===== src/rtl/walksat_overlord.sv =====
// Top-level controller of the multi-thread WalkSAT solver: forwards host load
// traffic to the datapath and sequences one-hot flip phases until solved or out of budget.
module walksat_overlord #(
    parameter int          NSAT                      = 3,
    parameter int          NUM_VARIABLES             = 2048,
    parameter int          MAX_CLAUSE_MEMBERSHIP     = 20,
    parameter int          FIFO_DEPTH                = 32,
    parameter int          UNSAT_CLAUSE_BUFFER_DEPTH = 2048,
    parameter int          CONTROLLER_SIGNAL_WIDTH   = 14,
    parameter logic [31:0] MAX_FLIPS                 = 32'h00FF_FFFF,
    parameter int          NUM_THREADS               = 4,
    localparam int VAW          = $clog2(NUM_VARIABLES),
    localparam int LAW          = VAW + 1,
    localparam int CT_WIDTH     = LAW * (NSAT - 1) * MAX_CLAUSE_MEMBERSHIP,
    localparam int UAW          = $clog2(UNSAT_CLAUSE_BUFFER_DEPTH),
    localparam int CLAUSE_WIDTH = NSAT * LAW,
    localparam int TW           = (NUM_THREADS > 1) ? $clog2(NUM_THREADS) : 1,
    localparam int PW           = (CONTROLLER_SIGNAL_WIDTH > 1) ? $clog2(CONTROLLER_SIGNAL_WIDTH) : 1
) (
    input  logic                               clk,
    input  logic                               rst,
    input  logic                               cpu_start,
    input  logic                               load_end,
    input  logic                               att_load_valid,
    input  logic [LAW:0]                       att_load_addr,
    input  logic [VAW+MAX_CLAUSE_MEMBERSHIP-1:0] att_load_data,
    input  logic                               ct_load_valid,
    input  logic [VAW-1:0]                     ct_load_addr,
    input  logic [CT_WIDTH-1:0]                ct_load_data,
    input  logic                               ucb_load_valid,
    input  logic [UAW-1:0]                     ucb_load_addr,
    input  logic [CLAUSE_WIDTH-1:0]            ucb_load_data,
    input  logic [10:0]                        unsat_buffer_count,
    output logic                               cpu_done,
    output logic                               sat_o,
    output logic [TW-1:0]                      thread_sel_o,
    output logic [CONTROLLER_SIGNAL_WIDTH-1:0] control_signal_o,
    output logic                               att_wr_en_o,
    output logic [LAW:0]                       att_wr_addr_o,
    output logic [VAW+MAX_CLAUSE_MEMBERSHIP-1:0] att_wr_data_o,
    output logic                               ct_wr_en_o,
    output logic [VAW-1:0]                     ct_wr_addr_o,
    output logic [CT_WIDTH-1:0]                ct_wr_data_o,
    output logic                               ucb_setup_wr_en_o,
    output logic [UAW-1:0]                     ucb_setup_addr_o,
    output logic [CLAUSE_WIDTH-1:0]            ucb_setup_data_o,
    output logic                               ucb_setup_o,
    output logic [31:0]                        flip_count_o
);

    typedef enum logic [1:0] {LOAD, READY, RUN, DONE} state_t;

    state_t        state, state_nxt;
    logic [PW-1:0] phase;
    logic [31:0]   flip_inc;
    logic          last_phase;
    logic          last_thread;
    logic          zero_unsat;

    // FIFO_DEPTH sizes datapath storage only; it is carried here for parameter symmetry.
    if (FIFO_DEPTH < 1) begin : g_fifo_depth_invalid
    end

    assign flip_inc    = flip_count_o + 32'd1;
    assign last_phase  = (phase == PW'(CONTROLLER_SIGNAL_WIDTH - 1));
    assign last_thread = (thread_sel_o == TW'(NUM_THREADS - 1));
    assign zero_unsat  = (unsat_buffer_count == '0);

    // NOTE: every clocked process uses non-blocking (<=) assignments so all
    // registers update from pre-edge values regardless of process ordering.
    always_ff @(posedge clk or negedge rst) begin
        if (!rst) state <= LOAD;
        else      state <= state_nxt;
    end

    // NOTE: default assignment first so every path drives state_nxt and no latch is inferred.
    always_comb begin
        state_nxt = state;
        unique case (state)
            LOAD:  if (load_end && last_thread) state_nxt = READY;
            READY: if (cpu_start) state_nxt = (MAX_FLIPS == 32'd0) ? DONE : RUN;
            RUN:   if (last_phase && (zero_unsat || flip_inc == MAX_FLIPS)) state_nxt = DONE;
            DONE:  state_nxt = DONE;
            default: state_nxt = LOAD;
        endcase
    end

    always_comb begin
        cpu_done         = (state == DONE);
        ucb_setup_o      = (state == LOAD);
        control_signal_o = '0;
        if (state == RUN) control_signal_o = CONTROLLER_SIGNAL_WIDTH'(1) << phase;
    end

    // Flip sequencing: phase, flip budget, thread rotation and the sat verdict.
    always_ff @(posedge clk or negedge rst) begin
        if (!rst) begin
            phase        <= '0;
            flip_count_o <= '0;
            thread_sel_o <= '0;
            sat_o        <= 1'b0;
        end else begin
            unique case (state)
                LOAD: begin
                    if (load_end) thread_sel_o <= last_thread ? '0 : thread_sel_o + TW'(1);
                end
                READY: begin
                    if (cpu_start) begin
                        phase        <= '0;
                        flip_count_o <= '0;
                        sat_o        <= 1'b0;
                    end
                end
                RUN: begin
                    if (last_phase) begin
                        flip_count_o <= flip_inc;
                        if (zero_unsat) begin
                            sat_o <= 1'b1;
                        end else if (flip_inc != MAX_FLIPS) begin
                            phase        <= '0;
                            thread_sel_o <= last_thread ? '0 : thread_sel_o + TW'(1);
                        end
                    end else begin
                        phase <= phase + PW'(1);
                    end
                end
                default: ;
            endcase
        end
    end

    // Load forwarding: one-cycle registered strobes, accepted only while loading.
    always_ff @(posedge clk or negedge rst) begin
        if (!rst) begin
            att_wr_en_o       <= 1'b0;
            att_wr_addr_o     <= '0;
            att_wr_data_o     <= '0;
            ct_wr_en_o        <= 1'b0;
            ct_wr_addr_o      <= '0;
            ct_wr_data_o      <= '0;
            ucb_setup_wr_en_o <= 1'b0;
            ucb_setup_addr_o  <= '0;
            ucb_setup_data_o  <= '0;
        end else begin
            att_wr_en_o       <= (state == LOAD) && att_load_valid;
            ct_wr_en_o        <= (state == LOAD) && ct_load_valid;
            ucb_setup_wr_en_o <= (state == LOAD) && ucb_load_valid;
            if (state == LOAD && att_load_valid) begin
                att_wr_addr_o <= att_load_addr;
                att_wr_data_o <= att_load_data;
            end
            if (state == LOAD && ct_load_valid) begin
                ct_wr_addr_o <= ct_load_addr;
                ct_wr_data_o <= ct_load_data;
            end
            if (state == LOAD && ucb_load_valid) begin
                ucb_setup_addr_o <= ucb_load_addr;
                ucb_setup_data_o <= ucb_load_data;
            end
        end
    end

endmodule


===== config.mk =====
export PLATFORM = sky130hd
export DESIGN_NAME = walksat_overlord
export DESIGN_NICKNAME = d
export VERILOG_FILES = /design/src/rtl/walksat_overlord.sv
export SDC_FILE = /design/constraint.sdc
export NUM_CORES = 1
export LEC_CHECK = 0
export BUFFER_PORTS_ARGS = -buffer_cell sky130_fd_sc_hd__buf_2
export CORE_AREA = 2 2 484 486
export CTS_BUF_LIST = sky130_fd_sc_hd__clkbuf_16
export DETAILED_ROUTE_END_ITERATION = 10
export DIE_AREA = 0 0 486 488
export PLACE_DENSITY = 0.33
export REMOVE_ABC_BUFFERS = 1
export SYNTH_ARGS = -nofsm -noshare
export SYNTH_HDL_FRONTEND = slang
export SYNTH_SLANG_ARGS = --single-unit

===== constraint.sdc =====
create_clock -name clk -period 2.5 [get_ports clk]
set_input_delay 0.125 -clock clk [delete_from_list [all_inputs] [get_ports clk]]
set_output_delay 0.125 -clock clk [all_outputs]
set_load 0.02 [all_outputs]

==> flow_metrics.tcl, run 1 <==
set metrics [dict create \
    routed-wl-met2_mm 68.14 \
    r2r_cells 10 \
    final_common_cell "buf_2" \
    htreeDepth 3 \
    netlist_instances 1585 \
    drt_first_pass_iters 6 \
    vias 21255 \
    endpoint_kind "register" \
    antenna_found_initial 66 \
    hold_viol_final 0 \
    start_util_pct 10.48 \
    status "finished, violations left" \
    fin_tns_setup_ns -0.6366 \
    die_y_um 488 \
    clock_skew_ns 0.01776 \
    cts_root_buf "clkbuf_16" \
    r2r-start "flip_count_o[0]" \
    setup_viol 6 \
    grt_pass1_vias 22977 \
    path_max_fanout 5 \
    worstSetupPathType "reg2reg" \
    ir_drop_uv 451.6 \
    synth_area_um2 24290 \
    hold_ws_ns 0.1112 \
    die_w_um 486 \
    final_cell_mix "buf_2 (1,234), dfrtp_1 (624), dlygate4sd3_1 (590)" \
    wl_met3_mm 15.43 \
    ys.flop_type "dfrtp_1" \
    rrSetupSlack_ns -0.20 \
    area_growth_pct 81.14 \
    final_cells 6678 \
    holdCritPathClass "in2async" \
    io_pins 1236 \
    syn_area_per_cell_um2 15.33 \
    row_count 177 \
    core-area_um2 231900 \
    grt_pass1_wl_mm 193.3 \
    gp_congestion 0.8218 \
    grt.overflow.total 0 \
    clkSlewWorstSetupHoldPaths_ns 0.06 \
    layout_min_cycle_time_ns 2.701 \
    yosys_warnings 0 \
    r2r-end "thread_sel_o[1]" \
    ys_seq_elements 626 \
    rsz0062_at_grt "yes" \
    m1WireLength_mm 55.31 \
    fin_area_um2 44000 \
    p_per_area_nw_per_um2 594.1 \
    synthArstFlopShare_pct 100.0 \
    clk_latency_ns 0.72 \
    port_buffers 1235 \
    drive_gt1_share_pct 58.19 \
    vias_per_cell 3.183 \
    violations "setup timing" \
    die-area_um2 237200 \
    first_iter_violations 663 \
    drv_cap 0 \
    drc 0 \
    ys_seq_area_share_pct 64.49 \
    cts_sinks 626 \
    finalWirelength_mm 144.6 \
    max_clock_freq_mhz 370.3 \
    dpl_cell_area_um2 35190 \
    cts_buffers 87 \
    tightest_slew_ns 0.8227 \
    worstSetupStartpointType "register" \
    fin_ws_ns -0.2005 \
    synth-edff-count 0 \
    cts_max_path_buffers 3 \
    fin_nets 4157 \
    slew_headroom_pct 45.15 \
    worstPathArrival_ns 3.28 \
    drt.antenna.violating_nets 0 \
    power.leakage_nw 23.02 \
    dpl.hpwl_mm 119.0 \
    synth_cell_types 53 \
    drv_slew 0 \
    place_inst 5908 \
    routedWlPerCell_um 21.65 \
    cp.required_ns 3.08 \
    cts_tree "yes" \
    grt_max_degree 59 \
    highest_layer "met5" \
    grt_usage_pct 11.80 \
    timing.final.crit_share_pct 108.0 \
]
power by group:
part | internal (mW) | total (mW) | switching [mW] | leakage, nW
clock network | 6.99 | 12.3 | 5.32 | 1.41
registers | 10.3 | 10.5 | 0.160 | 8.71
logic | 1.61 | 3.38 | 1.77 | 12.9
total | 18.9 | 26.1 | 7.25 | 23.0
synthesized netlist by cell type, types with 11 or more instances:
master | number | area [um2]
o21ai_0 | 37 | 185.2
and2_1 | 13 | 81.33
nand2_1 | 44 | 165.2
dfrtp_1 | 626 | 15670
mux2_2 | 582 | 6554
nor3_1 | 12 | 60.06
o31ai_1 | 12 | 90.09
clkbuf_1 | 75 | 281.5
a31oi_1 | 11 | 68.82
nor2_1 | 31 | 116.4
nand3_1 | 15 | 75.07
nand4_1 | 17 | 106.4
timing repair:
item,4_1_cts,5_1_grt
setup endpoints to repair,7,8
pin swaps,3,2
endpoints found under the hold margin,830,0
buffers inserted,5,4
hold buffers,590,0
resized for setup,13,4
layer usage:
| metal | track usage (%) | vias to the layer above |
|---|---|---|
| met5 | 0 | - |
| met4 | 4.131 | 38 |
| met3 | 5.887 | 270 |
| met2 | 19.69 | 967 |
| met1 | 12.89 | 10308 |
| li1 | - | 9672 |
flip-flops by register name, summed over array words and instances, names as in the netlist, 2 cells and up:
| signal | flops |
|---|---|
| att_wr_addr_o | 13 |
| ucb_setup_data_o | 36 |
| thread_sel_o | 2 |
| state | 2 |
| flip_count_o | 32 |
| att_wr_data_o | 31 |
| ct_wr_addr_o | 11 |
| ct_wr_data_o | 480 |
| ucb_setup_addr_o | 11 |
| phase | 4 |
per-stage QoR:
stage / setup slack [ns] / total power, mW / util [%]
CTS: -0.2353 / 26.88 / 18.94
detailed placement: -0.2188 / 13.15 / 15.18
floorplan: -10.90 / 11.47 / -
global route: -0.3186 / 27.54 / 18.97
finish: -0.2005 / 26.14 / 18.98
global placement: -0.2039 / 13.15 / 15.18
cells by family after synthesis:
kind of cell	after synthesis	synth area share, %
DFF	626	64.49
muxes	585	27.11
and+or+nand+nor	173	3.982
buffers and inverters	94	1.489
AOI/OAI and AO/OA	93	2.344
xor gates and xnor gates	9	0.3245
adders and majority gates	5	0.2575
area by class of cell:
class,count,area [um2]
fill,25571,187900
sequential,626,15670
timing repair buffer,1965,13390
multi-input combinational,865,8312
tap,3043,3807
clock buffer,87,2177
clock inverter,69,578.1
antenna,16,40.04
inverter,7,30.03
worst max-delay path: stages, from the launching register on:
cell and delay, ns:
dfrtp_1 0.37, ha_2 0.20, nand4_1 0.14, buf_4 0.18
or4_4 0.48, o31a_1 0.31, a31o_1 0.22, nand4b_4 0.11
o31ai_4 0.08, o21ai_2 0.19, mux2_4 0.32
worst max path at each step:
stage                     slack (ns)       startpoint  cells after the start         endpoint
after floorplan               -10.90         state[0]                      3  ct_wr_addr_o[0]
after global placement         -0.20  flip_count_o[0]                     10  thread_sel_o[0]
after detailed placement       -0.22  flip_count_o[0]                     10  thread_sel_o[1]
after CTS                      -0.24  flip_count_o[0]                     10  thread_sel_o[1]
after global routing           -0.32  flip_count_o[0]                     10  thread_sel_o[1]
final                          -0.20  flip_count_o[0]                     10  thread_sel_o[1]
(Power assumes the default switching activity.)
==> run 2: changes to the inputs <==
--- a/config.mk
+++ b/config.mk
@@ -6,11 +6,11 @@
 export NUM_CORES = 1
 export LEC_CHECK = 0
 export BUFFER_PORTS_ARGS = -buffer_cell sky130_fd_sc_hd__buf_2
-export CORE_AREA = 2 2 484 486
+export CORE_AREA = 2 2 485 487
 export CTS_BUF_LIST = sky130_fd_sc_hd__clkbuf_16
 export DETAILED_ROUTE_END_ITERATION = 10
-export DIE_AREA = 0 0 486 488
-export PLACE_DENSITY = 0.33
+export DIE_AREA = 0 0 487 489
+export PLACE_DENSITY = 0.32
 export REMOVE_ABC_BUFFERS = 1
 export SYNTH_ARGS = -nofsm -noshare
 export SYNTH_HDL_FRONTEND = slang
==> constraint.sdc (replaced) <==
create_clock -name clk -period 2.73 [get_ports clk]
set_input_delay 0.1365 -clock clk [delete_from_list [all_inputs] [get_ports clk]]
set_output_delay 0.1365 -clock clk [all_outputs]
set_load 0.02 [all_outputs]
==> run 2 against run 1 <==
The run now ends clean. Combinational power shrank 13%. Sequential cell count is the same. Sequential power shrank 8%. Final area shrank 0.17%. Clock skew grew 0.0072 ns. Via count shrank 0.92%. Hold slack lost 0.023 ns. Final cell count grew 0.19%. Clock-buffer cell count is the same. Die area grew 0.41%. Critical path depth grew 1. Non-clock buffer count shrank 9. Critical endpoint unchanged. Largest cell class unchanged. Largest power group unchanged.
==> flow_metrics.tcl, run 2 (synthesis results as in run 1) <==
set metrics [dict create \
    worstSetupPathType "reg2reg" \
    final_cell_mix "buf_2 (1,233), dfrtp_1 (622), dlygate4sd3_1 (608)" \
    cp_slowest_stage_delay_ns 0.42 \
    row_count 178 \
    regMostFlops "ct_wr_data_o" \
    drv_cap 0 \
    cts_max_path_buffers 3 \
    antenna_found_initial 29 \
    place_inst 5894 \
    final_cells 6691 \
    crit_slowest_cell "or4_1" \
    io_pins 1236 \
    htreeDepth 3 \
    cts_tree "yes" \
    routedWlPerCell_um 21.91 \
    hold_ws_ns 0.08861 \
    holdCritPathClass "in2async" \
    grt_pass1_vias 22892 \
    core-area_um2 233600 \
    die-area_um2 238100 \
    max_clock_freq_mhz 380.0 \
    first_iter_violations 635 \
    ff_latch_area_um2 15670 \
    grt.overflow.total 0 \
    clock_skew_ns 0.02501 \
    r2r-start "flip_count_o[0]" \
    worstSetupStartpoint "flip_count_o[0]" \
    port_buffers 1235 \
    critPathTopFamily "simple AND/OR/NAND/NOR gates" \
    crit_path_cell_trace "buf_6 > inv_1 > ha_1 > nand2_1 > or4_1 > a2111oi_2 > and4_4 > nand4b_4 > o31ai_4 > o21ai_2 > mux2_4" \
    grt_pass1_wl_mm 194.9 \
    multiInputGateArea_um2 8368 \
    p_per_area_nw_per_um2 531.1 \
    drive_gt1_share_pct 57.67 \
    final_common_cell "buf_2" \
    finalPower_mw 23.33 \
    top_regs "ct_wr_data_o: 480 flops, ucb_setup_data_o: 36 flops, flip_count_o: 32 flops" \
    ir_drop_uv 394.0 \
    tightest_slew_ns 0.8779 \
    clkSlewWorstSetupHoldPaths_ns 0.06 \
    vias_per_cell 3.147 \
    slew_headroom_pct 41.48 \
    endpoint_kind "register" \
    drt.antenna.violating_nets 0 \
    grt_max_degree 58 \
    rsz0062_at_grt "yes" \
    cp.required_ns 3.31 \
    vias 21059 \
    die_y_um 489 \
    drv_slew 0 \
    setup_viol 0 \
    hold_viol_final 0 \
    gp_congestion 0.8073 \
    drc 0 \
    worstPathArrival_ns 3.21 \
    start_util_pct 10.40 \
    dpl.hpwl_mm 119.6 \
    path_max_fanout 2 \
    worstSetupStartpointType "register" \
    fillers 25825 \
    cts_sinks 626 \
    cts_buffers 86 \
    die_w_um 487 \
    fin_nets 4147 \
    drt_first_pass_iters 6 \
    grt_usage_pct 11.84 \
    power.leakage_nw 23.00 \
    critPathBufInv 2 \
    timing.final.crit_share_pct 96.40 \
    clk_latency_ns 0.70 \
    largest_reg_flops 480 \
    area_growth_pct 80.84 \
    status "finished, final reports clean" \
    cts_root_buf "clkbuf_16" \
    finalWirelength_mm 146.6 \
    layout_min_cycle_time_ns 2.632 \
]
==> run 2: cell types whose count changed in the layout (fill, tap and decap cells not counted), moves of 3 or more <==
cell           change
buf_12             -3
inv_6              -5
clkinvlp_4         +4
clkinv_4           -3
inv_1              +6
bufinv_16          -4
dlygate4sd3_1     +18
clkinv_2           +5
diode_2            +3
buf_6              +6
buf_4             -30
==> run 2: worst register-to-register path, cell delays in order (launching register included) <==
cell and delay (ns):
dfrtp_1 0.39, buf_6 0.12, inv_1 0.05, ha_1 0.17
nand2_1 0.06, or4_1 0.42, a2111oi_2 0.23, and4_4 0.29
nand4b_4 0.11, o31ai_4 0.25, o21ai_2 0.12, mux2_4 0.31
==> run 2: routing by layer <==
metal | up-vias | part of all wire (%) | GRT usage [%]
li1 | 9651 | - | -
met1 | 10323 | 38 | 12.73
met2 | 901 | 48 | 20.04
met3 | 174 | 11 | 6.043
met4 | 10 | 3.2 | 3.844
met5 | - | 0.047 | 0
==> run 2: layout make-up <==
cell class	count	share of cell area, %
repair buffers	1956	30.42
clock inverters	71	1.020
diodes	19	0.1082
well taps	3060	8.716
flip-flops and latches	626	35.67
multi-input cells	865	19.05
inverters	7	0.05982
clock buffers	87	4.956
==> run 2: report_power, final <==
part | leakage, nW | switching (mW) | total (mW) | internal (mW)
clock network | 1.36 | 4.80 | 10.8 | 5.98
logic | 12.9 | 1.52 | 2.93 | 1.41
registers | 8.71 | 0.195 | 9.62 | 9.42
==> run 2: timing repair <==
item	4_1_cts	5_1_grt
hold buffers	608	0
endpoints found under the setup margin	3	7
setup buffers	4	8
pin swaps	11	10
endpoints found under the hold margin	701	0
resized for setup	13	23
==> run 2: worst paths after layout <==
kind | to | slack, ns | depth (start not counted)
max in group asynchronous | att_wr_addr_o[8] | 1.62 | 3
hold / removal | att_wr_data_o[18] | 0.09 | 2
hold reg to reg | ct_wr_data_o[359] | 0.50 | 1
min in group clk | att_wr_data_o[29] | 0.13 | 3
setup reg to reg | thread_sel_o[1] | 0.1 | 11
setup / recovery | thread_sel_o[1] | 0.1 | 11
==> run 2: metrics by stage <==
stage	worst slack [ns]	setup TNS, ns	util [%]	area, um2
finish	0.09835	0	18.80	43930
global route	-0.04732	-0.08535	18.79	43910
CTS	-0.009138	-0.01718	18.71	43720
detailed placement	-0.01598	-0.02675	14.95	34940
global placement	-0.06271	-0.1454	14.95	34940
floorplan	-10.67	-5252.00	-	23960
==> run 3: changes to the inputs <==
--- a/config.mk
+++ b/config.mk
@@ -6,10 +6,10 @@
 export NUM_CORES = 1
 export LEC_CHECK = 0
 export BUFFER_PORTS_ARGS = -buffer_cell sky130_fd_sc_hd__buf_2
-export CORE_AREA = 2 2 485 487
+export CORE_AREA = 2 2 488 490
 export CTS_BUF_LIST = sky130_fd_sc_hd__clkbuf_16
 export DETAILED_ROUTE_END_ITERATION = 10
-export DIE_AREA = 0 0 487 489
+export DIE_AREA = 0 0 490 492
 export PLACE_DENSITY = 0.32
 export REMOVE_ABC_BUFFERS = 1
 export SYNTH_ARGS = -nofsm -noshare
==> run 3 against run 2 <==
Die area is 1.2% higher. Sequential power hardly changed. Critical path depth decreased by 1. Wire length fell by 2.4%. Register-to-register slack got worse by 0.05 ns. Clock-buffer cell count unchanged. Clock power about the same. Final area decreased by 0.37%. Maximum frequency down 1.9%. Critical path type unchanged. Highest routed layer unchanged.
==> flow_metrics.tcl, run 3 (synthesis results as in run 1) <==
set metrics [dict create \
    status "finished, final reports clean" \
    largest_reg_flops 480 \
    cp_slowest_stage_delay_ns 0.48 \
    worstSetupStartpointType "register" \
    hold_ws_ns 0.09773 \
    cts_sinks 626 \
    hp-start "unsat_buffer_count[5]" \
    port_buffers 1235 \
    start_util_pct 10.28 \
    p_comb_share_pct 12.3 \
    r2r-end "thread_sel_o[1]" \
    row_count 179 \
    drc 0 \
    gp_congestion 0.8430 \
    regMostFlops "ct_wr_data_o" \
    max_clock_freq_mhz 372.8 \
    first_iter_violations 747 \
    p_int_mw 16.96 \
    grt_usage_pct 11.59 \
    switching_share_pct 27.73 \
    area_growth_pct 80.17 \
    fillers 26136 \
    dpl.hpwl_mm 116.2 \
    top_regs "ct_wr_data_o: 480 flops, ucb_setup_data_o: 36 flops, flip_count_o: 32 flops" \
    core-area_um2 236300 \
    hold_viol_final 0 \
    r2r-start "flip_count_o[0]" \
    final_cell_mix "buf_2 (1,234), dfrtp_1 (621), dlygate4sd3_1 (593)" \
    holdPathEnd "sat_o" \
    clkPwrFrac_pct 46.5 \
    final_common_cell "buf_2" \
    vias 21102 \
    r2r_cells 10 \
    p_per_area_nw_per_um2 536.1 \
    clk_latency_ns 0.72 \
    power.leakage_nw 22.81 \
    drt.antenna.violating_nets 0 \
    drt_first_pass_iters 5 \
    fin_tns_setup_ns 0 \
    tightest_slew_ns 0.6991 \
    die_y_um 492 \
    drive_gt1_share_pct 57.61 \
    p_sw_mw 6.508 \
    antenna_found_initial 48 \
    cts_root_buf "clkbuf_16" \
    grt_pass1_vias 23227 \
    hold-path-cell-count 6 \
    io_pins 1236 \
    finalPower_mw 23.46 \
    worstPathArrival_ns 3.28 \
    grt_max_degree 111 \
    finalWirelength_mm 143.1 \
    setup_viol 0 \
    timing.final.crit_share_pct 98.26 \
    rsz0062_at_grt "yes" \
    multiInputGateArea_um2 8310 \
    die_w_um 490 \
    seqPwrFrac_pct 41.1 \
    layout_min_cycle_time_ns 2.682 \
    cts_tree "yes" \
    clkSlewWorstSetupHoldPaths_ns 0.06 \
    routedWlPerCell_um 21.17 \
    clock_skew_ns 0.05372 \
    cts_buffers 86 \
    crit_slowest_cell "or4_4" \
    grt_pass1_wl_mm 196.1 \
    cts_max_path_buffers 3 \
    fin_nets 4122 \
    ff_latch_area_um2 15670 \
    drv_slew 0 \
    htreeDepth 3 \
    cp.required_ns 3.33 \
    slew_headroom_pct 53.39 \
    path_max_fanout 5 \
    die-area_um2 241100 \
    crit_path_cell_trace "ha_4 > nand4_1 > buf_4 > or4_4 > o31a_1 > a31o_1 > nand4b_4 > o31ai_4 > o21ai_2 > mux2_1" \
    worstSetupPathType "reg2reg" \
    vias_per_cell 3.122 \
    rrSetupSlack_ns 0.05 \
    holdCritPathClass "in2reg" \
    endpoint_kind "register" \
    grt.overflow.total 0 \
    ir_drop_uv 376.4 \
    drv_cap 0 \
]
==> run 3: changes by cell type in the layout (fill, tap and decap cells not counted), moves of 3 or more <==
cell,previous run,this run
buf_4,90,84
buf_6,7,2
clkinv_1,19,16
clkinv_2,16,9
diode_2,19,14
dlygate4sd3_1,608,593
inv_6,0,3
==> run 3: cell type report <==
cell class / count / share of cell area (%)
sequential: 626 / 35.81
clock buffer: 87 / 4.975
inverter: 7 / 0.06004
multi-input combinational: 865 / 18.99
clock inverter: 63 / 1.055
timing repair buffer: 1931 / 29.98
antenna: 14 / 0.08005
tap: 3167 / 9.054
==> run 3: critical path: cells and delay by family (launching register included) <==
kind / cells / cell delay [ns]
buffers and inverters: 1 / 0.17
multiplexers: 1 / 0.34
AND/OR/NAND/NOR: 3 / 0.69
AO/OA/AOI/OAI: 4 / 0.79
flip-flops: 1 / 0.41
adder cells (fa/ha/maj): 1 / 0.15
==> run 3: power groups by stage <==
stage | clock [mW] | sequential [mW] | combinational, mW
6_report | 10.9 | 9.65 | 2.90
5_1_grt | 11.8 | 9.68 | 3.19
4_1_cts | 11.5 | 9.64 | 2.99
3_3_place_gp | 0 | 9.80 | 2.18
3_5_place_dp | 0 | 9.81 | 2.16
2_1_floorplan | 0 | 9.92 | 0.580
==> run 3: worst max-delay path by stage <==
stage               startpoint         endpoint  cells past startpoint
2_1_floorplan         state[0]  ct_wr_addr_o[0]                      3
3_3_place_gp   flip_count_o[0]  thread_sel_o[1]                     10
3_5_place_dp   flip_count_o[0]  thread_sel_o[0]                     10
4_1_cts        flip_count_o[0]  thread_sel_o[1]                     10
5_1_grt        flip_count_o[0]  thread_sel_o[1]                     10
6_report       flip_count_o[0]  thread_sel_o[1]                     10
==> run 3: metrics by stage <==
step                      cell area (um2)  setup slack (ns)  cells  util (%)
after floorplan                     23960            -10.67   1498         -
after global placement              35060         -0.002675   6000     14.84
after detailed placement            35060          -0.05174   6000     14.84
after CTS                           43690          0.002414   6745     18.49
after global routing                43750          -0.07542   6753     18.51
final                               43760           0.04756   6760     18.52
==> run 3: timing repair <==
item / 4_1_cts / 5_1_grt
hold endpoints to repair: 902 / 0
endpoints found under the setup margin: 6 / 6
gates resized for setup: 9 / 8
buffers inserted: 1 / 1
hold buffers: 594 / 0
pin swaps: 1 / 3
==> run 3: routing by layer <==
metal / up-vias / wire [um] / global-route usage (%) / share of wire [%]
met5: - / 125 / 0 / 0.087
met4: 20 / 3896 / 3.251 / 2.7
met3: 200 / 15810 / 5.900 / 11
met2: 956 / 68360 / 19.54 / 48
met1: 10356 / 54910 / 12.70 / 38
li1: 9570 / - / - / -
